### src/rtl/serial_alu.sv
// serial_alu: bit-serial ALU that feeds operands LSB first through a single 1-bit logic/add slice.
// Define SERIAL_ALU_OVERFLOW_EN to add a signed-overflow output that is updated with result.

module serial_alu #(
    parameter int WIDTH = 8
) (
    input  logic             clk,
    input  logic             rst_n,
    input  logic             start,
    input  logic [2:0]       op,
    input  logic [WIDTH-1:0] a,
    input  logic [WIDTH-1:0] b,
    output logic             busy,
    output logic             done,
    output logic [WIDTH-1:0] result,
    output logic             carry_out,
`ifdef SERIAL_ALU_OVERFLOW_EN
    output logic             overflow,
`endif
    output logic             zero
);

    localparam int CW = $clog2(WIDTH);

    localparam logic [2:0] OP_NOT = 3'b000;
    localparam logic [2:0] OP_AND = 3'b001;
    localparam logic [2:0] OP_OR  = 3'b010;
    localparam logic [2:0] OP_XOR = 3'b011;
    localparam logic [2:0] OP_ADD = 3'b100;
    localparam logic [2:0] OP_SUB = 3'b101;

    typedef enum logic [1:0] {IDLE, SHIFT, DONE} state_e;

    state_e           state_q, state_d;
    logic [WIDTH-1:0] a_sh_q, a_sh_d;
    logic [WIDTH-1:0] b_sh_q, b_sh_d;
    logic [WIDTH-1:0] acc_q, acc_d;
    logic [WIDTH-1:0] result_q, result_d;
    logic [2:0]       op_q, op_d;
    logic [CW-1:0]    cnt_q, cnt_d;
    logic             carry_q, carry_d;
    logic             busy_q, busy_d;
    logic             done_q, done_d;
    logic             carry_out_q, carry_out_d;
    logic             zero_q, zero_d;
`ifdef SERIAL_ALU_OVERFLOW_EN
    logic             ovf_q, ovf_d;
`endif

    logic             a0, bx, r_bit, c_next, accept;
    logic [WIDTH-1:0] acc_next;

    always_comb begin
        a0     = a_sh_q[0];
        bx     = (op_q == OP_SUB) ? ~b_sh_q[0] : b_sh_q[0];
        r_bit  = 1'b0;
        c_next = 1'b0;
        case (op_q)
            OP_NOT:         r_bit = ~a0;
            OP_AND:         r_bit = a0 & bx;
            OP_OR:          r_bit = a0 | bx;
            OP_XOR:         r_bit = a0 ^ bx;
            OP_ADD, OP_SUB: begin
                r_bit  = a0 ^ bx ^ carry_q;
                c_next = (a0 & bx) | (a0 & carry_q) | (bx & carry_q);
            end
            default:        r_bit = 1'b0;
        endcase
        acc_next = {r_bit, acc_q[WIDTH-1:1]};

        state_d     = state_q;
        a_sh_d      = a_sh_q;
        b_sh_d      = b_sh_q;
        acc_d       = acc_q;
        result_d    = result_q;
        op_d        = op_q;
        cnt_d       = cnt_q;
        carry_d     = carry_q;
        busy_d      = busy_q;
        done_d      = 1'b0;
        carry_out_d = carry_out_q;
        zero_d      = zero_q;
`ifdef SERIAL_ALU_OVERFLOW_EN
        ovf_d       = ovf_q;
`endif

        // The DONE->IDLE edge also samples start so back-to-back operations run every WIDTH+1 cycles.
        accept = start && ((state_q == IDLE) || (state_q == DONE));

        case (state_q)
            SHIFT: begin
                a_sh_d  = a_sh_q >> 1;
                b_sh_d  = b_sh_q >> 1;
                acc_d   = acc_next;
                carry_d = c_next;
                cnt_d   = cnt_q + 1'b1;
                if (cnt_q == CW'(WIDTH - 1)) begin
                    state_d     = DONE;
                    busy_d      = 1'b0;
                    done_d      = 1'b1;
                    result_d    = acc_next;
                    carry_out_d = c_next;
                    zero_d      = (acc_next == '0);
`ifdef SERIAL_ALU_OVERFLOW_EN
                    ovf_d       = ((op_q == OP_ADD) || (op_q == OP_SUB)) ? (carry_q ^ c_next) : 1'b0;
`endif
                end
            end
            DONE:    state_d = IDLE;
            default: state_d = IDLE;
        endcase

        if (accept) begin
            state_d = SHIFT;
            a_sh_d  = a;
            b_sh_d  = b;
            op_d    = op;
            cnt_d   = '0;
            acc_d   = '0;
            carry_d = (op == OP_SUB);
            busy_d  = 1'b1;
        end
    end

    always_ff @(posedge clk) begin
        if (!rst_n) begin
            state_q     <= IDLE;
            a_sh_q      <= '0;
            b_sh_q      <= '0;
            acc_q       <= '0;
            result_q    <= '0;
            op_q        <= '0;
            cnt_q       <= '0;
            carry_q     <= 1'b0;
            busy_q      <= 1'b0;
            done_q      <= 1'b0;
            carry_out_q <= 1'b0;
            zero_q      <= 1'b0;
`ifdef SERIAL_ALU_OVERFLOW_EN
            ovf_q       <= 1'b0;
`endif
        end else begin
            state_q     <= state_d;
            a_sh_q      <= a_sh_d;
            b_sh_q      <= b_sh_d;
            acc_q       <= acc_d;
            result_q    <= result_d;
            op_q        <= op_d;
            cnt_q       <= cnt_d;
            carry_q     <= carry_d;
            busy_q      <= busy_d;
            done_q      <= done_d;
            carry_out_q <= carry_out_d;
            zero_q      <= zero_d;
`ifdef SERIAL_ALU_OVERFLOW_EN
            ovf_q       <= ovf_d;
`endif
        end
    end

    assign busy      = busy_q;
    assign done      = done_q;
    assign result    = result_q;
    assign carry_out = carry_out_q;
    assign zero      = zero_q;
`ifdef SERIAL_ALU_OVERFLOW_EN
    assign overflow  = ovf_q;
`endif

endmodule

### config.mk
export PLATFORM = sky130hd
export DESIGN_NAME = serial_alu
export DESIGN_NICKNAME = d
export VERILOG_FILES = /design/src/rtl/serial_alu.sv
export SDC_FILE = /design/constraint.sdc
export NUM_CORES = 1
export LEC_CHECK = 0
export CORE_ASPECT_RATIO = 1.75
export CORE_MARGIN = 2
export CORE_UTILIZATION = 51
export DETAILED_ROUTE_END_ITERATION = 7
export PLACE_DENSITY_LB_ADDON = 0.2
export SLEW_MARGIN = 20
export SYNTH_ARGS = -nofsm -noshare
export SYNTH_HDL_FRONTEND = slang
export SYNTH_SLANG_ARGS = --single-unit
### constraint.sdc
create_clock -name clk -period 2.3 [get_ports clk]
set_clock_uncertainty 0.2 [all_clocks]
set_input_delay 0.23 -clock clk [delete_from_list [all_inputs] [get_ports clk]]
set_output_delay 0.23 -clock clk [all_outputs]
set_load 0.1 [all_outputs]
==> run summary <==
Vias/cell - 5.229
Most common cell after layout, fill and taps aside - nand2_1
Cell Pwr Density - 687.9 nW/um2
Synthesized Nets - 252
Post-route DRC - 0
Hold Crit Class - reg -> reg
Worst skew pair latency - 0.29 ns
Asr flop ratio synth - 0
Top-area cell type share of the netlist area - 0.4616
Most Used Layer, Global Route - met2
IO Pins - 34
Cells after Synth - 225
Leakage - 1.019 nW
Fin area - 2317 um2
Initial DRC Count - 9
Fin crit share - 0.9187
Nets@finish - 281
Initial Util - 0.5312
Max-cap viol count - 0
Dpl cells - 293
Die Y - 84.92 um
Die ar. - 4266 um2
Hold Fails Final Rpt - 0
Hold path startpoint - result[3]
RSZ-0062 raised after global routing - no
Total clock sinks - 44
PortBufs - 33
Slowest cell on crit path - fa_1
Die width - 50.24 um
Met3 Use GR - 0.04930
Reg2Reg Depth - 7
Clock buffer count from CTS - 5
Rows - 29
Post-synth top area cell - dfxtp_1
Hold Path Cell Cnt - 2
DR vias - 1,574
Mapped cell area - 1908 um2
Cts hold-fix bufs - 0
Fmax - 473.3 MHz
Slew HR - 0.6873
Fin util - 0.6451
CTS H-Tree Depth - 2
CTS Buffer Depth - 2
Initial antenna violation count - 0
Arrival time at the worst endpoint - 2.08 ns
Reg-to-Reg End - acc_q[7]
Slew Limit Fails - 0
RR Startpoint - op_q[1]
Setup WS pre-CTS - 0.1905 ns
WL/cell - 11.99 um
Post-Layout Cell Count - 301
Sw Ratio - 0.2393
Cell Area, Placed - 2210 um2
Drt pass-1 iters - 4
GP Congestion - 0.7822
Setup TNS - 0 ns
Comb power frac - 0.128
DPL Wire Length - 2541 um
FF+latch count, synth - 44
CTS tree - done
Area added between synthesis and finish - 21.44%
Hold path endpoint - result[3]
Postcts setup bufs - 0
Crit path cell chain - nand3b_1 -> xnor2_1 -> fa_1 -> inv_1 -> a21oi_1 -> a32oi_1 -> a211oi_2
Sequential share of the synthesized area - 0.4616
Crit. End Element - flop
Global-route wire length before repair - 6161 um
Synth area leaders - dfxtp_1 46%, nand2_1 14%, o211a_1 6.8%
Post-synth EDFFs - 0
CP Data Required Time - 2.27 ns
Max incr delay on CP - 0.46 ns
FF-to-FF setup slack - 0.19 ns
Vias in the first global route - 1,519
Most frequent cells in the layout - 73 x nand2_1, 44 x dfxtp_1, 21 x clkdlybuf4s50_1
Synth Flop Type - dfxtp_1
Largest net degree at the start of global routing - 34
Worst Path Max Fanout - 5
Worst Setup Start Kind - flop
GRT Overall Usage - 0.1873
Outcome - finished clean
Share of cells above drive strength 1 - 0.1020
Peak supply drop - 539.0 uV
Met1 Use GR - 0.1757
Yosys warns - 0
Total wire length - 3610 um
Antenna Cells - 0
Fillers - 324
Met2 usage - 0.3589
PnR worst setup slack - 0.1870 ns
Min Tclk post-route - 2.113 ns
Core area - 3592 um2
NetSw - 0.0003815 W
Clock Tree Root - clkbuf_8
Avg Cell Area, Syn - 8.480 um2
Setup violators final - 0
Distinct cells, synth - 34
Clock power frac - 0.359
Sequential power share - 0.513
Routed Antenna Nets - 0
Clock slew at reported path FFs - 0.08 ns
Congestion Overflow GR - 0
CP Class - reg -> reg
Internal - 0.001213 W
Worst slew pin tran - 0.4690 ns
Post-CTS sizing - 0
-- stage by stage --
stage / hold slack (ns) / total power (W)
floorplan: 0.1618 / 0.0009795
global placement: 0.2423 / 0.001037
detailed placement: 0.2454 / 0.001041
CTS: 0.2563 / 0.001613
global route: 0.2793 / 0.001664
finish: 0.2529 / 0.001594
-- power groups by stage --
stage,clock [W],combinational (W),sequential [W]
finish,0.000573,0.000204,0.000817
global route,0.000612,0.000230,0.000821
CTS,0.000589,0.000207,0.000817
detailed placement,0,0.000206,0.000835
global placement,0,0.000203,0.000834
floorplan,0,0.000139,0.000841
-- sequential cells by signal, summed over array words and instances, names as in the netlist, 2 cells and up --
| name | cells |
|---|---|
| a_sh_q | 8 |
| b_sh_q | 8 |
| result | 8 |
| acc_q | 7 |
| cnt_q | 3 |
| op_q | 3 |
| state_q | 2 |
-- layer usage --
layer / wire length (um) / part of all wire
met4: 63 / 0.017
met5: 0 / 0
met3: 114 / 0.032
met2: 2004 / 0.56
met1: 1426 / 0.40
-- cell usage after synthesis, types with 3 or more instances --
| library cell | instances |
|---|---|
| ha_1 | 4 |
| a21boi_1 | 13 |
| inv_1 | 4 |
| nand2_1 | 73 |
| o211a_1 | 13 |
| o21ai_1 | 3 |
| dfxtp_1 | 44 |
| and3_1 | 3 |
| nand3_1 | 15 |
| buf_2 | 9 |
| clkbuf_1 | 4 |
| a21oi_1 | 13 |
-- cell type report --
type | count | area [um2] | area share
multi-input cells | 161 | 918.4 | 0.3963
flip-flops and latches | 44 | 880.8 | 0.3801
repair buffers | 38 | 337.8 | 0.1458
clock buffers | 6 | 72.57 | 0.03132
well taps | 46 | 57.56 | 0.02484
clock inverters | 2 | 35.03 | 0.01512
inverters | 4 | 15.01 | 0.006479
-- how the worst max path moves through the flow --
stage / start / to / slack (ns) / cells past startpoint
2_1_floorplan: op_q[1] / acc_q[7] / 0.35 / 7
3_3_place_gp: op_q[0] / acc_q[7] / 0.23 / 7
3_5_place_dp: op_q[0] / acc_q[7] / 0.19 / 7
4_1_cts: op_q[1] / acc_q[7] / 0.18 / 7
5_1_grt: op_q[0] / acc_q[7] / 0.003 / 7
6_report: op_q[1] / acc_q[7] / 0.19 / 7
-- worst max-delay path: cells and delay by family, from the launching register on --
family | cells | cell delay [ns]
AOI/OAI and AO/OA | 3 | 0.46
DFF | 1 | 0.35
and+or+nand+nor | 1 | 0.18
adders and majority gates | 1 | 0.46
xor gates and xnor gates | 1 | 0.28
buffers and inverters | 1 | 0.06
-- logic make-up after synthesis --
| group | count (synthesis) | share of synthesized area |
|---|---|---|
| AND/OR/NAND/NOR | 106 | 0.2459 |
| AO/OA/AOI/OAI | 48 | 0.1895 |
| flip-flops | 44 | 0.4616 |
| buffers and inverters | 20 | 0.05704 |
| adder cells (fa/ha/maj) | 5 | 0.03672 |
| XOR/XNOR | 2 | 0.009182 |
No activity file was read; power rests on OpenSTA's default activity.
